`config.mk`:
```
export PLATFORM = sky130hd
export DESIGN_NAME = divider_seq_flat
export DESIGN_NICKNAME = d
export VERILOG_FILES = /design/src/rtl/divider_seq_if.sv /design/src/rtl/divider_seq.sv /design/src/flat_wrapper.sv
export SDC_FILE = /design/constraint.sdc
export NUM_CORES = 1
export LEC_CHECK = 0
export CAP_MARGIN = 20
export CORE_MARGIN = 5
export CORE_UTILIZATION = 40
export DETAILED_ROUTE_END_ITERATION = 8
export PLACE_DENSITY_LB_ADDON = 0.1
export SYNTH_ARGS = -nofsm -noshare
export SYNTH_HDL_FRONTEND = slang
export SYNTH_SLANG_ARGS = --single-unit
```
`constraint.sdc`:
```
create_clock -name clk -period 3 [get_ports clk]
set_clock_uncertainty 0.2 [all_clocks]
set_input_delay 0.6 -clock clk [delete_from_list [all_inputs] [get_ports clk]]
set_output_delay 0.6 -clock clk [all_outputs]
set_load 0.05 [all_outputs]
```
`src/rtl/divider_seq_if.sv`:
```
// Operand/result bundle between the execute-stage controller and divider_seq.
// Handshake: the controller presents Signal with dataA/dataB for one cycle to
// start; busy is high while iterating, done is high while dataOut holds a
// fresh result, and done drops the cycle after a new start is sampled.
interface divider_seq_if #(
   parameter int WIDTH = 32
) ();
   logic [WIDTH-1:0]   dataA;
   logic [WIDTH-1:0]   dataB;
   logic [5:0]         Signal;
   logic [2*WIDTH-1:0] dataOut;
   logic               busy;
   logic               done;

   modport master (
      output dataA, dataB, Signal,
      input  dataOut, busy, done
   );

   modport slave (
      input  dataA, dataB, Signal,
      output dataOut, busy, done
   );
endinterface

```
`src/rtl/divider_seq.sv`:
```
// Multi-cycle restoring divider producing {remainder, quotient} after a fixed
// WIDTH+1 cycle latency (WIDTH restoring steps plus one publish cycle).
// Optional macro SIGNED_DIV_EN: Signal==DIV starts a truncating signed divide;
// without it only unsigned divides (DIVU) exist and DIV is a no-op.
module divider_seq #(
   parameter int         WIDTH = 32,
   parameter logic [5:0] DIVU  = 6'd27,
   parameter logic [5:0] DIV   = 6'd26
) (
   input  logic         clk,
   input  logic         reset,
   divider_seq_if.slave bus,
   output logic [1:0]   fsm_state
);

   typedef enum logic [1:0] {
      IDLE = 2'd0,
      RUN  = 2'd1,
      DONE = 2'd2
   } state_t;

   localparam int             CW   = $clog2(WIDTH + 1);
   localparam logic [CW-1:0]  LAST = CW'(WIDTH);

   state_t           state;
   logic [WIDTH-1:0] dq;        // dividend shifting out, quotient shifting in
   logic [WIDTH-1:0] dvs;       // latched divisor magnitude
   logic [WIDTH-1:0] rem;
   logic [CW-1:0]    counter;
   logic             neg_q;     // negate quotient at publish
   logic             neg_r;     // negate remainder at publish

   logic             start_unsigned;
   logic             start_signed;
   logic             start;
   logic [WIDTH-1:0] mag_a;
   logic [WIDTH-1:0] mag_b;
   logic [WIDTH:0]   rem_sh;
   logic [WIDTH:0]   rem_sub;
   logic             ge;
   logic [WIDTH-1:0] rem_next;
   logic [WIDTH-1:0] quot_fix;
   logic [WIDTH-1:0] rem_fix;

   assign start_unsigned = (bus.Signal == DIVU);
`ifdef SIGNED_DIV_EN
   assign start_signed   = (bus.Signal == DIV);
`else
   assign start_signed   = 1'b0;
`endif
   assign start = start_unsigned | start_signed;

   // Operand magnitudes; only signed starts see a two's-complement flip.
   assign mag_a = (start_signed && bus.dataA[WIDTH-1]) ? (~bus.dataA + 1'b1) : bus.dataA;
   assign mag_b = (start_signed && bus.dataB[WIDTH-1]) ? (~bus.dataB + 1'b1) : bus.dataB;

   // One restoring step, compared and subtracted at WIDTH+1 bits so the
   // shifted-out top bit of the remainder is never lost.
   assign rem_sh   = {rem, dq[WIDTH-1]};
   assign ge       = (rem_sh >= {1'b0, dvs});
   assign rem_sub  = rem_sh - {1'b0, dvs};
   assign rem_next = ge ? rem_sub[WIDTH-1:0] : rem_sh[WIDTH-1:0];

   // Sign fix-up: a zero divisor never sets neg_q, and negating the remainder
   // magnitude of a negative dividend restores dataA exactly in that case.
   assign quot_fix = neg_q ? (~dq  + 1'b1) : dq;
   assign rem_fix  = neg_r ? (~rem + 1'b1) : rem;

   assign fsm_state = state;

   // Control FSM and datapath registers with registered handshake outputs.
   always_ff @(posedge clk or negedge reset) begin
      if (!reset) begin
         state       <= IDLE;
         dq          <= '0;
         dvs         <= '0;
         rem         <= '0;
         counter     <= '0;
         neg_q       <= 1'b0;
         neg_r       <= 1'b0;
         bus.dataOut <= '0;
         bus.busy    <= 1'b0;
         bus.done    <= 1'b0;
      end else begin
         case (state)
            IDLE, DONE: begin
               if (start) begin
                  state    <= RUN;
                  dq       <= mag_a;
                  dvs      <= mag_b;
                  rem      <= '0;
                  counter  <= '0;
                  neg_q    <= start_signed & (bus.dataA[WIDTH-1] ^ bus.dataB[WIDTH-1])
                              & (|bus.dataB);
                  neg_r    <= start_signed & bus.dataA[WIDTH-1];
                  bus.busy <= 1'b1;
                  bus.done <= 1'b0;
               end
            end
            RUN: begin
               if (counter == LAST) begin
                  // All steps finished: publish the result.
                  bus.dataOut <= {rem_fix, quot_fix};
                  bus.busy    <= 1'b0;
                  bus.done    <= 1'b1;
                  state       <= DONE;
               end else begin
                  rem     <= rem_next;
                  dq      <= {dq[WIDTH-2:0], ge};
                  counter <= counter + 1'b1;
               end
            end
            default: begin
               state    <= IDLE;
               bus.busy <= 1'b0;
               bus.done <= 1'b0;
            end
         endcase
      end
   end

endmodule

```
`src/flat_wrapper.sv`:
```
// flat-port wrapper written by rule: the top's interface ports become plain ports
module divider_seq_flat 
#(
   parameter int         WIDTH = 32,
   parameter logic [5:0] DIVU  = 6'd27,
   parameter logic [5:0] DIV   = 6'd26
)
  (clk, reset, fsm_state, bus_dataA, bus_dataB, bus_Signal, bus_dataOut, bus_busy, bus_done);
  divider_seq_if #(.WIDTH(WIDTH)) bus_i ();
  input  logic clk;
  input  logic reset;
  output logic [1:0] fsm_state;
  input wire logic [$bits(bus_i.dataA)-1:0] bus_dataA;
  input wire logic [$bits(bus_i.dataB)-1:0] bus_dataB;
  input wire logic [$bits(bus_i.Signal)-1:0] bus_Signal;
  output wire logic [$bits(bus_i.dataOut)-1:0] bus_dataOut;
  output wire logic [$bits(bus_i.busy)-1:0] bus_busy;
  output wire logic [$bits(bus_i.done)-1:0] bus_done;
  assign bus_i.dataA = bus_dataA;
  assign bus_i.dataB = bus_dataB;
  assign bus_i.Signal = bus_Signal;
  assign bus_dataOut = bus_i.dataOut;
  assign bus_busy = bus_i.busy;
  assign bus_done = bus_i.done;
  divider_seq #(.WIDTH(WIDTH), .DIVU(DIVU), .DIV(DIV)) u_core (.clk(clk), .reset(reset), .bus(bus_i), .fsm_state(fsm_state));
endmodule
```
* Word level (Yosys, flattened, before mapping) *
Cells that the tools add are included.

storage, ports and cells
  bits in registers = 170
  bits of input ports = 72
  output and inout port bits = 68
  logic and storage cells = 44

operators by class
  $add $sub $neg = 2
  magnitude comparators = 1
  equality and inequality tests = 7
  mux-type cells = 19
  reductions and logical operators = 7

operators with widths
  kind                   number
  $mux W32               5
  $pmux W32 S2           2
  $ge A33 B32 Y1         1
  $sub A32 B32 Y32       1
  $mux W6                2
  $pmux W6 S2            1
  $add A6 B1 Y6 const B  1
  $eq A6 B5 Y1 const B   1
  $eq A6 B6 Y1 const B   1
  $reduce_and A2 Y1      3
  $mux W1                4
  $mux W2                2
  $ne A2 B1 Y1 const B   2
  $pmux W1 S2            2
  $pmux W2 S2            1
  $reduce_and A3 Y1      1
  $eq A2 B1 Y1 const B   1
  $eq A2 B2 Y1 const B   1
  $logic_not A2 Y1       1
  $ne A2 B2 Y1 const B   1
  $reduce_bool A2 Y1     1
  $reduce_or A2 Y1       1

* Depth between registers and ports, before layout *
Gate-level depths: netlist (run 1).

  word-level depth = 4
  gate-level depth with buffers = 13

* Worst setup path after synthesis (run 1) *
Ideal clock, no wire load.

  path type = register -> register
  start = register u_core.dq[31]
  end = register u_core.rem[30]
  library setup time = 0.129 ns
  data arrival time = 2.564 ns
  required time = 2.671 ns
  slack = 0.107 ns
  cell stages (with the launch flop) = 13
  path buffers = 0
  clock period less this slack = 2.893 ns
  path through = dfrtp_1 > inv_1 > ha_1 > fa_1 > nor2b_4 > o2111a_1 > or4_4 > a2111oi_4 > o31a_2 > o21ai_1 > xor2_1 > mux2i_1 > o21ai_1

between the ends
  cells in the longest elaborated chain, start to end = 4

ends and longest elaborated chain
  item                                                RTL line                              RTL
  start: declaration                                  divider_seq.sv:26                     logic [WIDTH-1:0] dq;
  start signal: assignment                            divider_seq.sv:89                     dq <= mag_a;
  start signal: assignment                            divider_seq.sv:109                    dq <= {dq[WIDTH-2:0], ge};
  $sub A32 B32 Y32 or $ge A33 B32 Y1 (tied branches)  divider_seq.sv:61, divider_seq.sv:60
  $mux W32 (*)                                        divider_seq.sv:62                     assign rem_next = ge ? rem_sub[WIDTH-1:0] : rem_sh[WIDTH-1:0];
  $mux W32 (*)                                        divider_seq.sv:101                    if (counter == LAST) begin
  $pmux W32 S2 (*)                                    divider_seq.sv:85                     case (state)
  end signal: assignment                              divider_seq.sv:108                    rem <= rem_next;
  end: declaration                                    divider_seq.sv:28                     logic [WIDTH-1:0] rem;

Mark *: on every way between the ends. The rest lies on a longest branch, timed or not. The select of a mux whose other input is x is not followed.
A chain may end at the register's enable or synchronous reset.

* Worst setup path after layout (run 1) *
  start = register u_core.dq[31]
  end = register u_core.rem[28]

The elaborated chain is that of the path after synthesis.

==> results of run 1 <==
## stage by stage
step                cell area (sq um)  total power, mW  util [%]  worst slack (ns)  hold slack, ns
floorplan                        8620             7.74         -             0.107           0.104
global placement                10500             9.46      49.7           -0.0352           0.272
detailed placement              10500             9.50      49.7           -0.0987           0.273
CTS                             11200             11.9      52.8          -0.00740           0.295
global route                    11200             12.8      53.1           -0.0561           0.308
finish                          11200             11.9      53.1            0.0880           0.288
## cell type report
cell class / instances / area (sq um)
Clock inverter: 14 / 188
Timing Repair Buffer: 189 / 1820
Sequential cell: 168 / 4200
Multi-Input combinational cell: 610 / 4080
Inverter: 42 / 158
Tap cell: 275 / 344
Fill cell: 1959 / 9920
Clock buffer: 18 / 439
## sequential cells by signal (all words and copies together), names as in the netlist
| signal | count |
|---|---|
| u_core.bus.dataOut | 64 |
| u_core.dq | 32 |
| u_core.dvs | 32 |
| u_core.rem | 32 |
| u_core.counter | 6 |
| u_core.bus.done | 1 |
| u_core.fsm_state | 1 |
## cell families (layout without fill, tap and decap cells)
family / after synthesis / count (layout) / synth area share, %
AOI/OAI and AO/OA: 212 / 212 / 15.7
muxes: 75 / 75 / 9.61
xor gates and xnor gates: 30 / 30 / 3.05
DFF: 168 / 168 / 48.8
buffers and inverters: 91 / 263 / 4.88
and+or+nand+nor: 258 / 258 / 12.9
adders and majority gates: 35 / 35 / 5.17
## worst max-delay path: cells and delay by family (launching register included)
kind / cells / cell delay (ns)
adder cells (fa/ha/maj): 2 / 0.36
AO/OA/AOI/OAI: 5 / 1.01
XOR/XNOR: 1 / 0.14
multiplexers: 1 / 0.13
AND/OR/NAND/NOR: 2 / 0.50
flip-flops: 1 / 0.39
buffers and inverters: 1 / 0.07
## metal layers
layer  vias up  share of wire [%]  GRT usage [%]
met4         0               0.46           2.85
met2       124                 45           26.0
li1       3328                  -              -
met5         -                  0              0
met1      3226                 51           25.8
met3         4                4.2           3.84
## where the power goes
group / internal, mW / switching (mW) / total (mW)
Sequential: 2.97 / 0.523 / 3.50
Clock: 1.36 / 0.982 / 2.34
Combinational: 2.61 / 3.45 / 6.06
Total: 6.94 / 4.96 / 11.9
## Yosys cell counts (4+ instances only)
master	n	share of area (%)
inv_1	41	1.8
mux2_1	24	3.1
nand4_1	8	0.58
o21bai_1	5	0.44
a31oi_1	14	1.0
nand3_1	12	0.70
mux2_2	38	5.0
nand2_1	158	6.9
xnor2_1	11	1.1
buf_2	4	0.23
a21o_1	15	1.3
nand2b_1	6	0.44
ha_1	34	4.9
dfrtp_1	168	49
a22oi_1	20	1.7
o21ai_1	37	2.1
a21oi_1	41	2.4
clkbuf_1	28	1.2
a32oi_1	5	0.51
buf_1	9	0.39
nor2_1	48	2.1
mux2i_1	13	1.5
xor2_1	19	1.9
o21ai_0	42	2.4
o21a_1	5	0.44
nor3_1	7	0.41
## final timing paths
path                                   startpoint                      to  slack (ns)  cells past startpoint
max                                 u_core.dq[31]          u_core.rem[28]        0.09                     12
min                        u_core.bus.dataOut[32]  u_core.bus.dataOut[32]        0.29                      2
max reg2reg                         u_core.dq[31]          u_core.rem[28]        0.09                     12
min reg2reg                u_core.bus.dataOut[32]  u_core.bus.dataOut[32]        0.29                      2
max in group asynchronous                   reset  u_core.bus.dataOut[58]        1.35                      3
min in group asynchronous                   reset          u_core.dvs[10]        0.50                      2
## repair_timing
item                                   4_1_cts  5_1_grt
hold buffers                                 1        0
pin swaps                                    5        6
endpoints found under the hold margin       54        0
setup buffers                                1        1
resized for setup                            3        7
setup endpoints to repair                    3       30
==> metrics.cfg, run 1 <==
[synthesis]
synthArstFlopShare_pct = 100
ys_seq_elements = 168
syn_nets = 976
synth_enable_flop_cells = 0
syn-cell-area_sq_um = 8620
netlist_instances = 869
ys_types = 68
synth-seq-area-share_pct = 48.8
syn_area_per_cell_sq_um = 9.92
ys_warn_count = 0
yosys_most_used_dff = dfrtp_1

[timing]
relSlewSlack_pct = 62.3
finalSetupViolations = 0
fmax_ghz = 0.343
slew_viol_final = 0
rsz0062_at_grt = true
fin_crit_sh_pct = 97.1
tightest_slew_ns = 0.563
hold_viol = 0
period_needed_ns = 2.91
tns_ns = 0

[clocking]
clock-sinks = 168
cts_made_buffers = 17
htree_levels = 4
insertion_delay_ns = 0.43
cts-root-buf = clkbuf_16
cts_tree = yes
clockBufferDepth = 2
clk_pin_slew_ns = 0.07

[place]
port_buffers = 139
place_inst = 1281
hpwl_microns = 14900
place_congestion = 0.815

[floorplanning]
rows = 53
die_height_microns = 157
start_util_pct = 40.8
die_area_sq_um = 24600
die-width_microns = 157
io_pins = 140
core_area_sq_um = 21200

[final_layout]
antenna_cells = 0
nNetsFinal = 1135
areaGrowthSynthToFinish_pct = 30.3
final_common_cell = dfrtp_1
fin_cells = 1316
drive_gt1_share_pct = 14.5
final_cell_mix = 168 x dfrtp_1, 158 x nand2_1, 138 x clkdlybuf4s50_1

[worst_setup_path]
critical_path.slowest_cell = or4_4
crit_chain = inv_2 > ha_4 > fa_2 > nor2b_4 > o2111a_1 > or4_4 > a2111oi_4 > o31a_2 > o21bai_1 > xor2_1 > mux2i_1 > o21ai_1
critical_path.max_stage_delay_ns = 0.45
cp_max_fo = 3
arrival_ns = 3.00
required_ns = 3.08
criticalPathCategory = flop to flop
cp-start-kind = flop
worstSetupEndpointType = flop

[drt]
dr.pass1.iters = 5
ant_nets = 0
drc = 0
viasPerCell = 5.08
vias = 6682
wl_per_cell_microns = 16.0
drt-initial-drc-count = 404
drt_wl_total_microns = 21000

[grt]
grt-ovfl-total = 0
grt_max_degree = 63
grt_first_pass_wirelength_microns = 34400
grt_util_all_layers_pct = 17.2
antenna_found_initial = 0
grt_pass1_vias = 6662

[min_path]
hold_class = flop to flop

[outcome]
status = completed

[pwr]
cellPowerDensity_nw_per_um2 = 1060
ir_worst_vdd_mv = 0.478
p_leak_nw = 5.31

[flow_run]
drv_cap = 0

(Power assumes the default switching activity.)
==> run 2, diff against run 1 <==
--- a/config.mk
+++ b/config.mk
@@ -6,7 +6,6 @@
 export NUM_CORES = 1
 export LEC_CHECK = 0
 export CAP_MARGIN = 20
-export CORE_MARGIN = 5
 export CORE_UTILIZATION = 40
 export DETAILED_ROUTE_END_ITERATION = 8
 export PLACE_DENSITY_LB_ADDON = 0.1
==> metrics.cfg, run 2 (same netlist as run 1, synthesis figures left out) <==
[worst_setup_path]
worstSetupEndpointType = flop
critical_path.max_stage_delay_ns = 0.45  ; about the same
critical_path.slowest_cell = or4_4
required_ns = 3.09  ; about the same
criticalPathCategory = flop to flop
cp_max_fo = 3  ; unchanged
critical_path.top_delay_family = compound AO/OA/AOI/OAI gates
cp-start-kind = flop
cp-startpoint = u_core.dq[31]
r2r_start = u_core.dq[31]
arrival_ns = 3.01  ; about the same
path_buf_inv = 1  ; unchanged
crit_chain = inv_2 > ha_4 > fa_2 > nor2b_4 > o2111a_1 > or4_4 > a2111oi_4 > o31a_2 > o21bai_1 > xor2_1 > mux2i_1 > o21ai_1

[drt]
ant_nets = 0  ; unchanged
drt_wl_total_microns = 20500  ; -2.2%
vias = 6779  ; +1.5%
drt-initial-drc-count = 326  ; -19%
dr.pass1.iters = 5  ; unchanged
drc = 0  ; unchanged
wl_per_cell_microns = 15.5  ; -2.8%
viasPerCell = 5.12  ; +0.84%

[pwr]
swShare_pct = 41.8  ; +0.13 points
power_mw = 11.9  ; +0.33%
cellPowerDensity_nw_per_um2 = 1050  ; -0.69%
comb_power_share_pct = 51.8  ; +0.9 points
p_leak_nw = 5.37  ; +1.1%
intPower_mw = 6.95  ; +0.11%
p_clk_share_pct = 18.9  ; -0.8 points
ir_worst_vdd_mv = 0.552  ; +15%
power_switching_mw = 4.99  ; +0.64%
pwr-share-seq_pct = 29.3  ; about the same

[place]
dpl_worst_slack_ns = -0.0862  ; +0.0124 ns
port_buffers = 139  ; unchanged
place_congestion = 0.804  ; -1.3%
hpwl_microns = 14900  ; -0.12%
placed_area_sq_um = 10600  ; +1.1%
place_inst = 1288  ; +0.55%

[timing]
fin_crit_sh_pct = 97.6  ; +0.58 points
rsz0062_at_grt = true
relSlewSlack_pct = 57.3  ; -5.0 points
layout_setup_ws_ns = 0.0707  ; -0.0173 ns
finalSetupViolations = 0  ; unchanged
slew_viol_final = 0  ; unchanged
period_needed_ns = 2.93  ; +0.0173 ns
tightest_slew_ns = 0.638  ; +0.0745 ns
fmax_ghz = 0.341  ; -0.59%
hold_viol = 0  ; unchanged

[floorplanning]
die-width_microns = 149  ; -5.1%
die_area_sq_um = 22100  ; -9.9%
start_util_pct = 40.9  ; +0.13 points
core_area_sq_um = 21100  ; -0.31%
die_height_microns = 149  ; -5.1%
io_pins = 140  ; unchanged
rows = 53  ; unchanged

[clocking]
clk_pin_slew_ns = 0.07  ; about the same
cts_made_buffers = 17  ; unchanged
cts-root-buf = clkbuf_16
cts_tree = yes
htree_levels = 4  ; unchanged
insertion_delay_ns = 0.44  ; about the same
clock-sinks = 168  ; unchanged
clockBufferDepth = 2  ; unchanged

[final_layout]
nNetsFinal = 1144  ; +0.79%
fillers = 1969  ; +0.51%
antenna_cells = 0  ; unchanged
areaGrowthSynthToFinish_pct = 31.7
multi_input_area_sq_um = 4100  ; +0.31%
final_cell_mix = 168 x dfrtp_1, 158 x nand2_1, 138 x clkdlybuf4s50_1
final_core_util_pct = 53.8  ; +0.71 points
fin_cells = 1324  ; +0.61%
final_common_cell = dfrtp_1
regArea_sq_um = 4200  ; unchanged
top_register = u_core.bus.dataOut
drive_gt1_share_pct = 15.5  ; +1.0 points
largest_reg_flops = 64  ; unchanged
finalInstanceArea_sq_um = 11400  ; +1.0%

[min_path]
hold_class = flop to flop
hp-start = u_core.bus.dataOut[32]

[grt]
grt-ovfl-total = 0  ; unchanged
grt_util_all_layers_pct = 19.8  ; +2.5 points
antenna_found_initial = 0  ; unchanged
grt_max_degree = 72  ; +14%
grt_pass1_vias = 6634  ; -0.42%
grt_first_pass_wirelength_microns = 34300  ; -0.14%

[outcome]
status = completed

[flow_run]
drv_cap = 0  ; unchanged

-- run 2: changes by cell type in the layout (fill, tap and decap cells not counted), sizes merged --
cell      before  now
clkinv         2    3
buf           50   59
clkinvlp       3    1
bufinv         3    2
inv           48   49
-- run 2: layout make-up --
class                           instances  share of cell area [%]
Clock buffer                           18                    3.87
Clock inverter                         13                    1.41
Inverter                               42                    1.39
Multi-Input combinational cell        610                    36.1
Sequential cell                       168                    37.0
Tap cell                              275                    3.03
Timing Repair Buffer                  198                    17.2
-- run 2: worst reg2reg max path, delay by kind of cell, from the launching register on --
family	cells	cell delay, ns
AOI/OAI and AO/OA	5	1.00
xor gates and xnor gates	1	0.14
adders and majority gates	2	0.35
buffers and inverters	1	0.08
DFF	1	0.39
muxes	1	0.12
and+or+nand+nor	2	0.50
-- run 2: repair_timing --
item / CTS / global route
pin swaps: 4 / 10
hold buffers: 1 / 0
setup endpoints to repair: 3 / 30
gates resized for setup: 4 / 10
buffers inserted: 1 / 3
hold endpoints to repair: 36 / 0
gates cloned: 0 / 0
-- run 2: power groups by stage --
stage,Combinational [mW],Sequential [mW],Clock [mW]
after CTS,6.11,3.50,2.30
after global placement,6.00,3.52,0
after global routing,6.84,3.61,2.39
after detailed placement,6.03,3.53,0
final,6.19,3.50,2.25
after floorplan,3.69,4.05,0
-- run 2: stage by stage --
stage / setup TNS [ns] / hold slack (ns)
4_1_cts: 0 / 0.290
2_1_floorplan: 0 / 0.104
3_3_place_gp: -0.0661 / 0.270
3_5_place_dp: -0.208 / 0.278
5_1_grt: -0.104 / 0.307
6_report: 0 / 0.287
-- run 2: final timing paths --
path                       depth (start not counted)                      to  slack (ns)
min reg2reg                                        2  u_core.bus.dataOut[32]        0.29
min                                                2  u_core.bus.dataOut[32]        0.29
max reg2reg                                       12          u_core.rem[28]        0.07
min in group asynchronous                          2  u_core.bus.dataOut[23]        0.43
max in group asynchronous                          3            u_core.dq[2]        1.44
max                                               12          u_core.rem[28]        0.07
-- run 2: metal layers --
metal | vias to the layer above | wire length [microns] | global-route usage, %
li1 | 3340 | - | -
met1 | 3290 | 10400 | 28.7
met2 | 129 | 9190 | 30.1
met3 | 20 | 704 | 3.06
met4 | 0 | 257 | 6.53
met5 | - | 0 | 0
==> run 3, diff against run 2 <==
--- a/config.mk
+++ b/config.mk
@@ -9,6 +9,7 @@
 export CORE_UTILIZATION = 40
 export DETAILED_ROUTE_END_ITERATION = 8
 export PLACE_DENSITY_LB_ADDON = 0.1
+export SLEW_MARGIN = 15
 export SYNTH_ARGS = -nofsm -noshare
 export SYNTH_HDL_FRONTEND = slang
 export SYNTH_SLANG_ARGS = --single-unit
==> results of run 3 <==
Final layout, timing and power as in run 2 (identical DEF).
